File: src/rtl/chip8_timer_pkg.sv
// Shared types for the CHIP-8 tick/timer block.
// Timer select encoding and default timer width.
package chip8_timer_pkg;

   typedef enum logic {
      TIMER_DELAY = 1'b0,
      TIMER_SOUND = 1'b1
   } timer_sel_t;

   localparam int TIMER_WIDTH_DEFAULT = 8;

endpackage

File: src/rtl/sync_edge_detect.sv
// Synchroniser + rising-edge detector with post-reset blanking.
// Ports: clk_in, rst_in (sync, active-high), async_in, rise_out (registered, 1 cycle).
module sync_edge_detect #(
   parameter int STAGES = 2
) (
   input  logic clk_in,
   input  logic rst_in,
   input  logic async_in,
   output logic rise_out
);

   localparam int CW = $clog2(STAGES + 2);
   localparam logic [CW-1:0] BLANK_INIT = CW'(STAGES + 1);

   logic [STAGES-1:0] sync_q;
   logic              edge_q;
   logic [CW-1:0]     blank_q;
   logic              rise_q;
   logic              sync_last;
   logic              blank_done;

   assign sync_last  = sync_q[STAGES-1];
   assign blank_done = (blank_q == '0);

   // Edge flop keeps following the chain during blanking so a level
   // that is already high at reset release is never seen as an edge.
   always_ff @(posedge clk_in) begin
      if (rst_in) begin
         sync_q  <= '0;
         edge_q  <= 1'b0;
         blank_q <= BLANK_INIT;
         rise_q  <= 1'b0;
      end else begin
         sync_q <= {sync_q[STAGES-2:0], async_in};
         edge_q <= sync_last;
         if (!blank_done)
            blank_q <= blank_q - CW'(1);
         rise_q <= sync_last & ~edge_q & blank_done;
      end
   end

   assign rise_out = rise_q;

endmodule

File: src/rtl/tick_timer_unit.sv
// CHIP-8 delay/sound timers decremented by ticks from a divided slow clock.
// Ports: clk_in, rst_in, tick_clk_in, halt_in, wr_en/sel/data_in -> delay/sound/beep/tick_out.
module tick_timer_unit
   import chip8_timer_pkg::*;
#(
   parameter int SYNC_STAGES = 2,
   parameter int TIMER_WIDTH = TIMER_WIDTH_DEFAULT
) (
   input  logic                   clk_in,
   input  logic                   rst_in,
   input  logic                   tick_clk_in,
   input  logic                   halt_in,
   input  logic                   wr_en_in,
   input  logic                   wr_sel_in,
   input  logic [TIMER_WIDTH-1:0] wr_data_in,
   output logic [TIMER_WIDTH-1:0] delay_out,
   output logic [TIMER_WIDTH-1:0] sound_out,
   output logic                   beep_out,
   output logic                   tick_out
);

   logic                   rise;
   logic                   tick;
   timer_sel_t             sel;
   logic                   wr_delay;
   logic                   wr_sound;
   logic [TIMER_WIDTH-1:0] delay_q;
   logic [TIMER_WIDTH-1:0] sound_q;
   logic [TIMER_WIDTH-1:0] delay_nx;
   logic [TIMER_WIDTH-1:0] sound_nx;
   logic                   beep_q;

   sync_edge_detect #(
      .STAGES (SYNC_STAGES)
   ) u_sync (
      .clk_in   (clk_in),
      .rst_in   (rst_in),
      .async_in (tick_clk_in),
      .rise_out (rise)
   );

   // Halt drops the tick outright; the edge detector has already
   // moved on, so nothing is queued for later.
   assign tick = rise & ~halt_in;

   assign sel      = timer_sel_t'(wr_sel_in);
   assign wr_delay = wr_en_in & (sel == TIMER_DELAY);
   assign wr_sound = wr_en_in & (sel == TIMER_SOUND);

   // Load beats decrement; zero saturates.
   always_comb begin
      delay_nx = delay_q;
      if (wr_delay)
         delay_nx = wr_data_in;
      else if (tick && (delay_q != '0))
         delay_nx = delay_q - TIMER_WIDTH'(1);
   end

   always_comb begin
      sound_nx = sound_q;
      if (wr_sound)
         sound_nx = wr_data_in;
      else if (tick && (sound_q != '0))
         sound_nx = sound_q - TIMER_WIDTH'(1);
   end

   always_ff @(posedge clk_in) begin
      if (rst_in) begin
         delay_q <= '0;
         sound_q <= '0;
         beep_q  <= 1'b0;
      end else begin
         delay_q <= delay_nx;
         sound_q <= sound_nx;
         beep_q  <= (sound_nx != '0);
      end
   end

   assign delay_out = delay_q;
   assign sound_out = sound_q;
   assign beep_out  = beep_q;
   assign tick_out  = tick;

endmodule

File: config.mk
export PLATFORM = sky130hd
export DESIGN_NAME = tick_timer_unit
export DESIGN_NICKNAME = d
export VERILOG_FILES = /design/src/rtl/chip8_timer_pkg.sv /design/src/rtl/sync_edge_detect.sv /design/src/rtl/tick_timer_unit.sv
export SDC_FILE = /design/constraint.sdc
export NUM_CORES = 1
export LEC_CHECK = 0
export ABC_AREA = 0
export CAP_MARGIN = 0
export CORE_ASPECT_RATIO = 1.25
export CORE_MARGIN = 4
export CORE_UTILIZATION = 48
export DETAILED_ROUTE_END_ITERATION = 8
export HOLD_SLACK_MARGIN = 0.05
export PLACE_DENSITY = 0.81
export REMOVE_ABC_BUFFERS = 1
export SLEW_MARGIN = 15
export SYNTH_ARGS = -nofsm -noshare
export SYNTH_HDL_FRONTEND = slang
export SYNTH_SLANG_ARGS = --single-unit
File: constraint.sdc
create_clock -name clk_in -period 2.6 [get_ports clk_in]
set_input_delay 0.78 -clock clk_in [delete_from_list [all_inputs] [get_ports clk_in]]
set_output_delay 0.78 -clock clk_in [all_outputs]
set_load 0.005 [all_outputs]
Word-level counts from Yosys, hierarchy flattened
Index checks and enable logic that the tools add are counted.
{"block": "op_classes", "n_addsub": 3, "n_mux": 4, "n_bitwise": 8, "n_reduce_logical": 7}
{"operator": "$mux 8", "count": 4}
{"operator": "$reduce_bool 8->1", "count": 3}
{"operator": "$sub 8x1->8 const B", "count": 2}
{"operator": "$and 1x1->1", "count": 5}
{"operator": "$not 1->1", "count": 3}
{"operator": "$logic_and 1x1->1", "count": 2}
{"operator": "$logic_not 2->1", "count": 1}
{"operator": "$reduce_bool 2->1", "count": 1}
{"operator": "$sub 2x1->2 const B", "count": 1}
{"block": "word_totals", "regBits": 23, "inputBits": 14, "output_inout_bits": 18}

Longest topological paths before layout
Gate-level depths: netlist (run 1).
{"block": "depth", "word_depth": 6, "depth_mapped": 7, "mapped_depth_nobuf": 7}

Hierarchy
Synthesis (run 1) repeated with hierarchy kept, for this count alone.
{"block": "hier_totals", "hier_cells": 143, "area_unflattened_um2": 1226.2}
{"mod": "tick_timer_unit", "instances": 1, "cells_each": 125, "area_per_inst_um2": 1021.0, "seq_area_each_um2": 340.3}
{"mod": "sync_edge_detect", "instances": 1, "cells_each": 18, "area_per_inst_um2": 205.2, "seq_area_each_um2": 120.1}

Worst setup path after synthesis (run 1)
No wires, ideal clock.
{"block": "synth_path", "path_kind": "input -> register", "from": "input halt_in", "to": "register beep_q (netlist: beep_out)", "setup_time_ps": 139, "arrival_time_ps": 2012, "t_required_ps": 2461, "setup_slack_ps": 449, "cell_stages": 5, "path_cell_list": "or4b_4 -> a211oi_1 -> xor2_1 -> o31ai_1 -> a41oi_2"}
{"block": "synth_via", "elab_chain_len": 6}
{"element": "from (decl)", "line_no": "tick_timer_unit.sv:12", "source": "input logic halt_in,"}
{"element": "$not 1->1", "line_no": "tick_timer_unit.sv:44", "source": "assign tick = rise & ~halt_in;"}
{"element": "$and 1x1->1", "line_no": "tick_timer_unit.sv:44"}
{"element": "$logic_and 1x1->1", "line_no": "tick_timer_unit.sv:63", "source": "else if (tick && (sound_q != '0))"}
{"element": "$mux 8", "line_no": "tick_timer_unit.sv:63"}
{"element": "$mux 8", "line_no": "tick_timer_unit.sv:61", "source": "if (wr_sound)"}
{"element": "$reduce_bool 8->1", "line_no": "tick_timer_unit.sv:75", "source": "beep_q <= (sound_nx != '0);"}
{"element": "to (signal assigned)", "line_no": "tick_timer_unit.sv:75"}
{"element": "to (decl)", "line_no": "tick_timer_unit.sv:31", "source": "logic beep_q;"}
Every way passes these cells.
A chain may end at the register's enable or synchronous reset.

Worst setup path in the final report (run 1)
{"block": "layout_path", "from": "input halt_in", "to": "output tick_out"}
{"block": "layout_via", "elab_chain_len": 2}
{"element": "$not 1->1", "line_no": "tick_timer_unit.sv:44"}
{"element": "$and 1x1->1", "line_no": "tick_timer_unit.sv:44"}
{"element": "to (decl)", "line_no": "tick_timer_unit.sv:19", "source": "output logic tick_out"}
Every way passes these cells.

==> flow_metrics.tcl, run 1 <==
set metrics [dict create \
    antenna_found_initial 0 \
    clk_pin_slew_ps 120 \
    drtAntennaViolNets 0 \
    numCtsBuffers 3 \
    whs_ps 459.9 \
    gp_congestion 0.8941 \
    instances_no_fill 217 \
    synth_top_area_share_pct 35.73 \
    tns_ps 0 \
    grt_first_pass_wirelength_um 4926 \
    start_kind "input port" \
    port_buffers 31 \
    required_ps 1820 \
    slew_headroom_pct 56.27 \
    hold_viol 0 \
    grt.overflow.total 0 \
    crit_fanout 3 \
    hpwl_um 2346 \
    nFillCells 220 \
    path_class "in2out" \
    synth-edff-count 0 \
    synth_top_cell_by_area "dfxtp_1" \
    cts.htree.levels 1 \
    grt_usage_pct 18.35 \
    wl_per_cell_um 13.59 \
    initial_core_util_pct 51.50 \
    grt_max_degree 16 \
    final_nets 204 \
    ys.flop_type "dfxtp_1" \
    clockBufferDepth 2 \
    tightest_slew_ps 654.6 \
    finalMaxSlewViolations 0 \
    vias 1171 \
    drive_gt1_share_pct 10.87 \
    end_kind "primary output" \
    tritoncts "yes" \
    fp.dieH_um 65.93 \
    dr.pass1.iters 4 \
    core_mm2 0.002502 \
    yosys_register_bits 23 \
    post-route-period-util_pct 96.88 \
    wl_um 2949 \
    cts_hold_buffers 0 \
    placed_cells 213 \
    placed_cell_area_mm2 0.001669 \
    diodes 0 \
    dieArea_mm2 0.003583 \
    power_leakage_nw 0.6783 \
    setup_viol 0 \
    cap_violations 0 \
    ioPinCount 32 \
    vias_per_cell 5.396 \
    die_x_um 54.35 \
    grt_pass1_vias 1157 \
    fin_area_mm2 0.001703 \
    irDropWorstVdd_uv 346.3 \
    yosys_warnings 0 \
    seq_area_frac_synth_pct 35.73 \
    drc 0 \
    synth-async-reset-ratio_pct 0 \
    rows 20 \
    ys_types 41 \
    syn_inst 148 \
    setup_ws_ps 81.15 \
    min_path_type "reg2reg" \
    mappedNetlistArea_mm2 0.001289 \
    cts.sinks 23 \
    cts_root_buf "clkbuf_4" \
    finalWorstPathRequiredPeriod_ps 2519 \
    syn_to_final_growth_pct 32.14 \
    ff_latch_area_um2 460.4 \
    status "finished, final reports clean" \
    clock_skew_ps 1.126 \
    clock_latency_ps 310 \
    drt_iter0_drc 20 \
    fmax_mhz 397.0 \
    multi_input_area_um2 770.7 \
    rsz0062_at_grt "no" \
    synth.avg_cell_area_um2 8.708 \
    ys_top_cells_by_area "dfxtp_1 36%, nor2_1 5.0%, ha_1 4.9%, a211oi_1 4.1%, xor2_1 3.4%" \
    place_ws_ps -126.8 \
    power.density_mw_per_mm2 443.3 \
    crit_arrival_ps 1740 \
]
==> power breakdown <==
| part | switching [mW] | leakage (nW) | total [mW] | internal, mW |
|---|---|---|---|---|
| combinational | 0.0836 | 0.471 | 0.187 | 0.103 |
| clock | 0.106 | 0.0177 | 0.164 | 0.0575 |
| sequential | 0.0263 | 0.190 | 0.404 | 0.378 |
| total | 0.216 | 0.678 | 0.755 | 0.539 |
==> registers in the layout, indices dropped and copies added, names as in the netlist <==
signal and count:
delay_out 8, beep_out 1, u_sync.edge_q 1, u_sync.rise_out 1, u_sync.blank_q 2, sound_out 8
u_sync.sync_q 2
==> worst max-delay path, cell delays in order <==
cell and delay (ps):
dlygate4sd2_1 260, nand2b_4 140, inv_1 70, clkdlybuf4s50_1 490
==> cell families after synthesis <==
family	share of synthesized area, %
XOR/XNOR	6.116
AND/OR/NAND/NOR	25.53
buffers and inverters	5.048
multiplexers	4.854
flip-flops	35.73
AO/OA/AOI/OAI	17.86
adder cells (fa/ha/maj)	4.854
==> synthesized netlist by cell type (2+ instances only) <==
master    count
xnor2_1       4
dfxtp_1      23
or3_1         4
nor3_1        4
nand2_1       9
ha_1          5
a311oi_1      2
nor2b_1       4
nor2_1       17
a211oi_1      7
a2111o_1      2
nand3_1       3
nor4_1        3
mux2_2        2
inv_1        11
clkbuf_1      5
xor2_1        5
o21ai_0       3
a21oi_1       6
mux2i_1       4
and2_1        4
nand2b_1      2
==> worst paths after layout <==
| path | cells past startpoint | startpoint | to | slack (ps) |
|---|---|---|---|---|
| max | 4 | halt_in | tick_out | 80 |
| min | 1 | u_sync.sync_q[0] | u_sync.sync_q[1] | 460 |
| max reg2reg | 7 | sound_out[0] | beep_out | 410 |
| min reg2reg | 1 | u_sync.sync_q[0] | u_sync.sync_q[1] | 460 |
==> cell type report <==
class,instances,area share [%]
multi-input cells,108,45.26
flip-flops and latches,23,27.04
repair buffers,38,21.23
inverters,11,2.425
well taps,33,2.425
clock buffers,3,1.323
clock inverters,1,0.2939
==> stage by stage <==
stage	total power [mW]	utilization, %
after floorplan	0.5085	-
after global placement	0.5905	66.70
after detailed placement	0.5987	66.70
after CTS	0.7615	68.05
after global routing	0.8008	68.05
final	0.7548	68.05
==> per-layer routing <==
layer	GRT usage [%]	up-vias	share of wire, %
li1	-	594	-
met1	21.23	523	41
met2	31.59	46	51
met3	2.709	8	5.3
met4	9.034	0	2.6
met5	0	-	0
==> repair_timing <==
action	4_1_cts	5_1_grt
endpoints found under the setup margin	1	0
resized for setup	2	0
buffers inserted	0	0
==> cells in the final DEF, fill, tap and decap left out, drive strengths merged, types with 2 or more instances in the layout <==
cell type	n
nor2	17
a2111o	2
mux2i	4
a311oi	2
nor3	4
xor2	5
nor4	4
o21ai	3
inv	11
nor2b	4
dfxtp	23
and2	4
nand2	9
buf	7
clkbuf	3
clkdlybuf4s50	30
mux2	2
or3b	2
ha	5
or3	4
nand3	3
nand2b	2
a211oi	8
a21oi	6
xnor2	4
No activity file was read; power rests on OpenSTA's default activity.
==> run 2: changes to the inputs <==
Settings changed: CAP_MARGIN 0 to 10.
==> results of run 2 <==
The final DEF is identical to that of run 1; final timing and power are the same.
